<file path="src/rtl/csel_adder_pipe_pkg.sv">
// Shared arithmetic constants for the pipelined carry-select adder.
package csel_adder_pipe_pkg;

    localparam logic OP_ADD = 1'b0;
    localparam logic OP_SUB = 1'b1;

endpackage

</file>
<file path="src/rtl/csel_adder_pipe_block.sv">
// One carry-select block: two ripple chains (carry-in 0 and 1) and a select
// on the real carry-in; also reports the carry into the block MSB.
module csel_block #(
    parameter int BLK = 4
) (
    input  logic [BLK-1:0] a,
    input  logic [BLK-1:0] b,
    input  logic           cin,
    output logic [BLK-1:0] sum,
    output logic           cout,
    output logic           c_msb_in
);

    logic [BLK-1:0] s0;
    logic [BLK-1:0] s1;
    logic [BLK:0]   c0;
    logic [BLK:0]   c1;

    always_comb begin
        s0    = '0;
        s1    = '0;
        c0    = '0;
        c1    = '0;
        c0[0] = 1'b0;
        c1[0] = 1'b1;
        for (int i = 0; i < BLK; i++) begin
            s0[i]   = a[i] ^ b[i] ^ c0[i];
            c0[i+1] = (a[i] & b[i]) | (a[i] & c0[i]) | (b[i] & c0[i]);
            s1[i]   = a[i] ^ b[i] ^ c1[i];
            c1[i+1] = (a[i] & b[i]) | (a[i] & c1[i]) | (b[i] & c1[i]);
        end
    end

    assign sum      = cin ? s1 : s0;
    assign cout     = cin ? c1[BLK] : c0[BLK];
    assign c_msb_in = cin ? c1[BLK-1] : c0[BLK-1];

endmodule

</file>
<file path="src/rtl/csel_adder_pipe.sv">
// Pipelined WIDTH-bit add/sub: one carry-select block resolved per stage,
// registered carry between stages, valid/ready handshake with global stall.
module csel_adder_pipe
    import csel_adder_pipe_pkg::*;
#(
    parameter int WIDTH = 16,
    parameter int BLK   = 4
) (
    input  logic             clk,
    input  logic             rst_n,
    input  logic             in_valid,
    output logic             in_ready,
    input  logic [WIDTH-1:0] in_a,
    input  logic [WIDTH-1:0] in_b,
    input  logic             in_cin,
    input  logic             in_sub,
    output logic             out_valid,
    input  logic             out_ready,
    output logic [WIDTH-1:0] out_sum,
    output logic             out_cout,
    output logic             out_ovf
);

    localparam int NBLK = WIDTH / BLK;

    // Handshake: a bundle is taken on a rising edge with in_valid & in_ready;
    // a result retires on a rising edge with out_valid & out_ready. The only
    // stall source is an unaccepted result (out_valid & ~out_ready); while it
    // lasts every register holds and in_ready is low. Bubbles never stall.
    logic stall;
    assign stall    = out_valid & ~out_ready;
    assign in_ready = ~stall;

    logic             st_vld [NBLK];
    logic [WIDTH-1:0] st_a   [NBLK];
    logic [WIDTH-1:0] st_b   [NBLK];
    logic [WIDTH-1:0] st_sum [NBLK];
    logic             st_c   [NBLK];

    logic [BLK-1:0]   blk_sum  [NBLK];
    logic             blk_cout [NBLK];
    logic             blk_cmsb [NBLK];
    logic [WIDTH-1:0] merged   [NBLK];

    for (genvar k = 0; k < NBLK; k++) begin : g_blk
        csel_block #(.BLK(BLK)) u_blk (
            .a        (st_a[k][k*BLK +: BLK]),
            .b        (st_b[k][k*BLK +: BLK]),
            .cin      (st_c[k]),
            .sum      (blk_sum[k]),
            .cout     (blk_cout[k]),
            .c_msb_in (blk_cmsb[k])
        );
        // Bits at and above k*BLK are still zero in stage k.
        assign merged[k] = st_sum[k] | (WIDTH'(blk_sum[k]) << (k*BLK));
    end

    always_ff @(posedge clk or negedge rst_n) begin
        if (!rst_n) begin
            for (int k = 0; k < NBLK; k++) begin
                st_vld[k] <= 1'b0;
                st_a[k]   <= '0;
                st_b[k]   <= '0;
                st_sum[k] <= '0;
                st_c[k]   <= 1'b0;
            end
            out_valid <= 1'b0;
            out_sum   <= '0;
            out_cout  <= 1'b0;
            out_ovf   <= 1'b0;
        end else if (!stall) begin
            st_vld[0] <= in_valid;
            // Data registers only load with a valid bundle so idle X never enters.
            if (in_valid) begin
                st_a[0]   <= in_a;
                st_b[0]   <= (in_sub == OP_SUB) ? ~in_b : in_b;
                st_c[0]   <= (in_sub == OP_SUB) ? 1'b1 : in_cin;
                st_sum[0] <= '0;
            end
            for (int k = 1; k < NBLK; k++) begin
                st_vld[k] <= st_vld[k-1];
                if (st_vld[k-1]) begin
                    st_a[k]   <= st_a[k-1];
                    st_b[k]   <= st_b[k-1];
                    st_c[k]   <= blk_cout[k-1];
                    st_sum[k] <= merged[k-1];
                end
            end
            out_valid <= st_vld[NBLK-1];
            if (st_vld[NBLK-1]) begin
                out_sum  <= merged[NBLK-1];
                out_cout <= blk_cout[NBLK-1];
                out_ovf  <= blk_cmsb[NBLK-1] ^ blk_cout[NBLK-1];
            end
        end
    end

endmodule

</file>
<file path="config.mk">
export PLATFORM = sky130hd
export DESIGN_NAME = csel_adder_pipe
export DESIGN_NICKNAME = d
export VERILOG_FILES = /design/src/rtl/csel_adder_pipe_pkg.sv /design/src/rtl/csel_adder_pipe_block.sv /design/src/rtl/csel_adder_pipe.sv
export SDC_FILE = /design/constraint.sdc
export NUM_CORES = 1
export LEC_CHECK = 0
export CORE_UTILIZATION = 51
export DETAILED_ROUTE_END_ITERATION = 8
export HOLD_SLACK_MARGIN = 0.12
export PLACE_DENSITY = 0.84
export SLEW_MARGIN = 20
export SYNTH_ARGS = -nofsm -noshare
export SYNTH_HDL_FRONTEND = slang
export SYNTH_SLANG_ARGS = --single-unit
</file>
<file path="constraint.sdc">
create_clock -name clk -period 1.49 [get_ports clk]
set_input_delay 0.3725 -clock clk [delete_from_list [all_inputs] [get_ports clk]]
set_output_delay 0.3725 -clock clk [all_outputs]
set_load 0.02 [all_outputs]
</file>
Word-level counts from Yosys, hierarchy flattened --
Index checks and enable logic that the tools add are counted.
Storage, ports and cells: register bits after elaboration 191, input bits 38, output and inout port bits 20, logic and storage cells 211
Operators by class: multiplexer cells 11, bitwise logic cells 172, reduce and logical (&&, ||, !) cells 5
Operators by type and width (number):
- $and 1x1->1 | 65
- $or 1x1->1 | 56
- $xor 1x1->1 | 41
- $mux 16 | 1
- $mux 4 | 4
- $not 16->16 | 1
- $or 16x12->16 | 1
- $or 16x16->16 | 1
- $reduce_and 2->1 | 5
- $or 4x8->8 | 1
- $mux 1 | 6
- $not 1->1 | 6

Depth between registers and ports, before layout --
word-level depth 14, gate-level depth with buffers 8, gate-level depth less buffers 6

Cells and area by module --
Synthesis repeated with hierarchy kept, for this count alone.
Second synthesis, totals: cell total of the unflattened synthesis 409, area, all modules 5805.6 µm²
By module, submodules not included:
- csel_adder_pipe | times used 1, cells an instance 325, area each 5082.4 µm²
- csel_block (g_blk[1].u_blk ...) | times used 3, cells an instance 21, area each 183.9 µm²
- csel_block (g_blk[0].u_blk) | times used 1, cells an instance 21, area each 171.4 µm²

Least setup slack after synthesis --
OpenSTA, ideal clock, no wires.
path kind register -> register, from reg out_valid, to reg st_b[12] (netlist name), arrival 1.537 ns, required time 1.365 ns, setup slack -0.172 ns, stages on the path, launching flop included 7, period minus slack after synthesis 1.662 ns, cell sequence dfrtp_1 -> nor2b_4 -> inv_2 -> buf_6 -> nand2_2 -> buf_2 -> mux2_2
On the way: word-level cells in the longest chain between the ends 3
Ends and longest elaborated chain:
- start, declared | RTL line csel_adder_pipe.sv:17 | output logic out_valid,
- start signal, assigned | RTL line csel_adder_pipe.sv:89 | out_valid <= st_vld[NBLK-1];
- $and 1x1->1 | RTL line csel_adder_pipe.sv:31 | assign stall = out_valid & ~out_ready;
- $not 1->1 (no source line)
- via in_ready | RTL line csel_adder_pipe.sv:12 | output logic in_ready,
- $reduce_and 2->1 (no source line)
- end signal, assigned by index | RTL line csel_adder_pipe.sv:84 | st_b[k] <= st_b[k-1];
- end, declared | RTL line csel_adder_pipe.sv:36 | logic [WIDTH-1:0] st_b [NBLK];
The timed path passes the listed nets, and every way through them passes these cells. A chain may end at the register's enable or synchronous reset.

Worst setup path after layout --
from reg out_valid, to out in_ready
On the way: word-level cells in the longest chain between the ends 2
Ends and longest elaborated chain (RTL line):
- $and 1x1->1 | csel_adder_pipe.sv:31
- $not 1->1 (no source line)
- end, declared | csel_adder_pipe.sv:12
No other way between the ends.

==> qor.txt <==
status: finished, violations left
failing checks: setup timing
Power Total: 17.06 mW
Cell variety after synth: 36
Critical Path Sink Type: primary output
post-route setup slack: -0.09229 ns
clock sink count: 131
TNS Setup: -0.2788 ns
crit path to: in_ready
placed cell count: 645
R2R setup slack: -0.06 ns
Worst-Skew Late Latency: 0.53 ns
commonest non-fill, non-tap cell in the layout: dfrtp_1
Non-Filler Instances: 688
crit start category: flip-flop
clock period minus worst slack: 1.582 ns
critical setup path kind: flip-flop to primary output
fin. max-slew vios: 0
Final Hold Vio Count: 0
CTS tree: done
yosys warns: 0
grt ovf: 0
I/O pin count: 58
Die X-Extent: 107.4 um
Nets: 593
Setup violations, final: 10
pin count of the biggest net entering global routing: 64
Post-Syn Area: 5664 sq um
critical path depth in cells: 3
Max Cap Violations: 0
clock buffer count from CTS: 17
Worst EP arrival: 1.21 ns
RR Startpoint: st_a[48]
WP buf/inv: 2
htree depth: 4
Critical Path Start: out_valid
worst-margin pin slew: 0.3224 ns
wire per inst: 16.60 um
Chip Height: 107.4 um
top post-synthesis cells by area: dfrtp_1 (58%), mux2_2 (16%), ha_1 (4.4%)
Die ar.: 11530 sq um
Final ANT Viol Nets: 0
Pleak: 3.343 nW
first-pass GRT wire length: 18170 um
Worst path slowest cell: dfrtp_2
drt pass-1 iters: 6
leading area contributor after synthesis: dfrtp_1
layout cells sized above 1: 39.60%
ys flop type: dfrtp_1
Crit path max-delay family: flip-flops
initial antenna violation count: 0
sequential area share after synthesis: 57.87%
GP Congestion: 0.7793
# DRC: 0
hpwl dp: 7318 um
syn_area_per_cell: 12.99 sq um
FF-to-FF End: st_sum[35]
Post-synth EDFFs: 0
r2r worst-path depth: 7
Mapped Nets: 494
Slew HR: 78.50%
area grow syn2layout: 30.09%
Iter 0 DRT Violations: 133
RSZ-0062 raised after global routing: true
Post-Syn Instances: 436
Crit Path Max Fanout: 2
core area: 10840 sq um
Reg clk slew, reported paths: 0.06 ns
Total GRT Usage: 21.21%
Data required, critical path: 1.12 ns
Post-synth ARST share: 100.0%
Max Root-Sink Buffers: 2
ant diodes: 0
Hold WC Path Type: input port to asynchronous set/reset pin
Via Count: 3621
clock root cell: clkbuf_8
final WL: 11420 um
peak supply drop: 1.100 mV
slowest stage delay, CP: 0.39 ns
critical path cell sequence: nor2b_4 > inv_2 > buf_6
most frequent cells in the layout: dfrtp_1 (130), mux2_2 (82), nand2_1 (46)
Layout Skew: 0.009349 ns
fmax: 0.6320 GHz
vias in the first global route: 3820
fin crit share: 106.2%
total power per unit cell area: 2315 nW/um^2
FP Rows: 38
Buffers on Ports: 57
drt via density: 5.263
initial core utilization: 52.25%
flops & latches, synth: 131
post-synth top area share: 57.87%
stage by stage:
step                instance area, sq um  hold slack, ns  setup WS, ns  utilization (%)
floorplan                           5698         0.07691      -0.09494                -
finish                              7368          0.2080      -0.09229            67.97
CTS                                 7233          0.1940       -0.1188            66.72
global route                        7368          0.2196       -0.1402            67.97
detailed placement                  6640          0.2086       -0.4713            61.25
global placement                    6640          0.2063       -0.4433            61.25
synthesized netlist by cell type, types with 6 or more instances:
master	instances
a21oi_1	7
buf_2	9
dfrtp_1	131
ha_1	20
inv_1	10
mux2_2	82
mux2_4	6
nand2_1	52
nor2_1	8
o21ai_0	33
or2_2	7
xnor2_1	22
xor2_1	8
metal layers:
metal / global-route usage (%) / vias to the layer above / share of wire, %
met1: 24.14 / 1803 / 41
met4: 9.100 / 0 / 2.3
met5: 0 / - / 0
met2: 36.91 / 85 / 53
met3: 6.416 / 23 / 4.1
li1: - / 1710 / -
power by group:
group	internal [mW]	switching (mW)	leakage, nW
logic	3.69	3.07	1.49
clock network	2.42	1.52	0.271
registers	5.18	1.18	1.58
kinds of logic after synthesis:
logic type / share of synthesized area (%)
AOI/OAI and AO/OA: 6.649
buffers and inverters: 2.651
DFF: 57.87
and+or+nand+nor: 5.876
adders and majority gates: 4.418
muxes: 17.89
xor gates and xnor gates: 4.639
worst min path at each step:
| stage | to | start | slack, ns |
|---|---|---|---|
| global placement | st_sum[0] | rst_n | 0.21 |
| global route | st_sum[0] | rst_n | 0.22 |
| CTS | st_sum[0] | rst_n | 0.19 |
| floorplan | out_cout | rst_n | 0.08 |
| finish | st_a[31] | rst_n | 0.21 |
| detailed placement | st_sum[0] | rst_n | 0.21 |
sequential cells by signal, indices dropped and copies added (netlist names):
signal / cells
out_valid: 1
out_cout: 1
out_sum: 16
st_vld: 4
st_sum: 24
st_a: 40
st_c: 4
out_ovf: 1
st_b: 40
final cells by class:
| class | count | area [sq um] |
|---|---|---|
| well taps | 140 | 175.2 |
| inverters | 11 | 43.79 |
| clock inverters | 12 | 132.6 |
| repair buffers | 96 | 920.9 |
| multi-input cells | 278 | 2381 |
| flip-flops and latches | 131 | 3279 |
| fillers | 729 | 3472 |
| clock buffers | 20 | 435.4 |
timing repair:
| item | CTS | global route |
|---|---|---|
| endpoints found under the hold margin | 131 | 0 |
| resized for setup | 110 | 25 |
| hold buffers | 1 | 0 |
| setup endpoints to repair | 52 | 121 |
| buffers inserted | 3 | 4 |
| pin swaps | 10 | 9 |
| cloned | 2 | 1 |
Note: power is estimated with default switching activity, not from simulation.
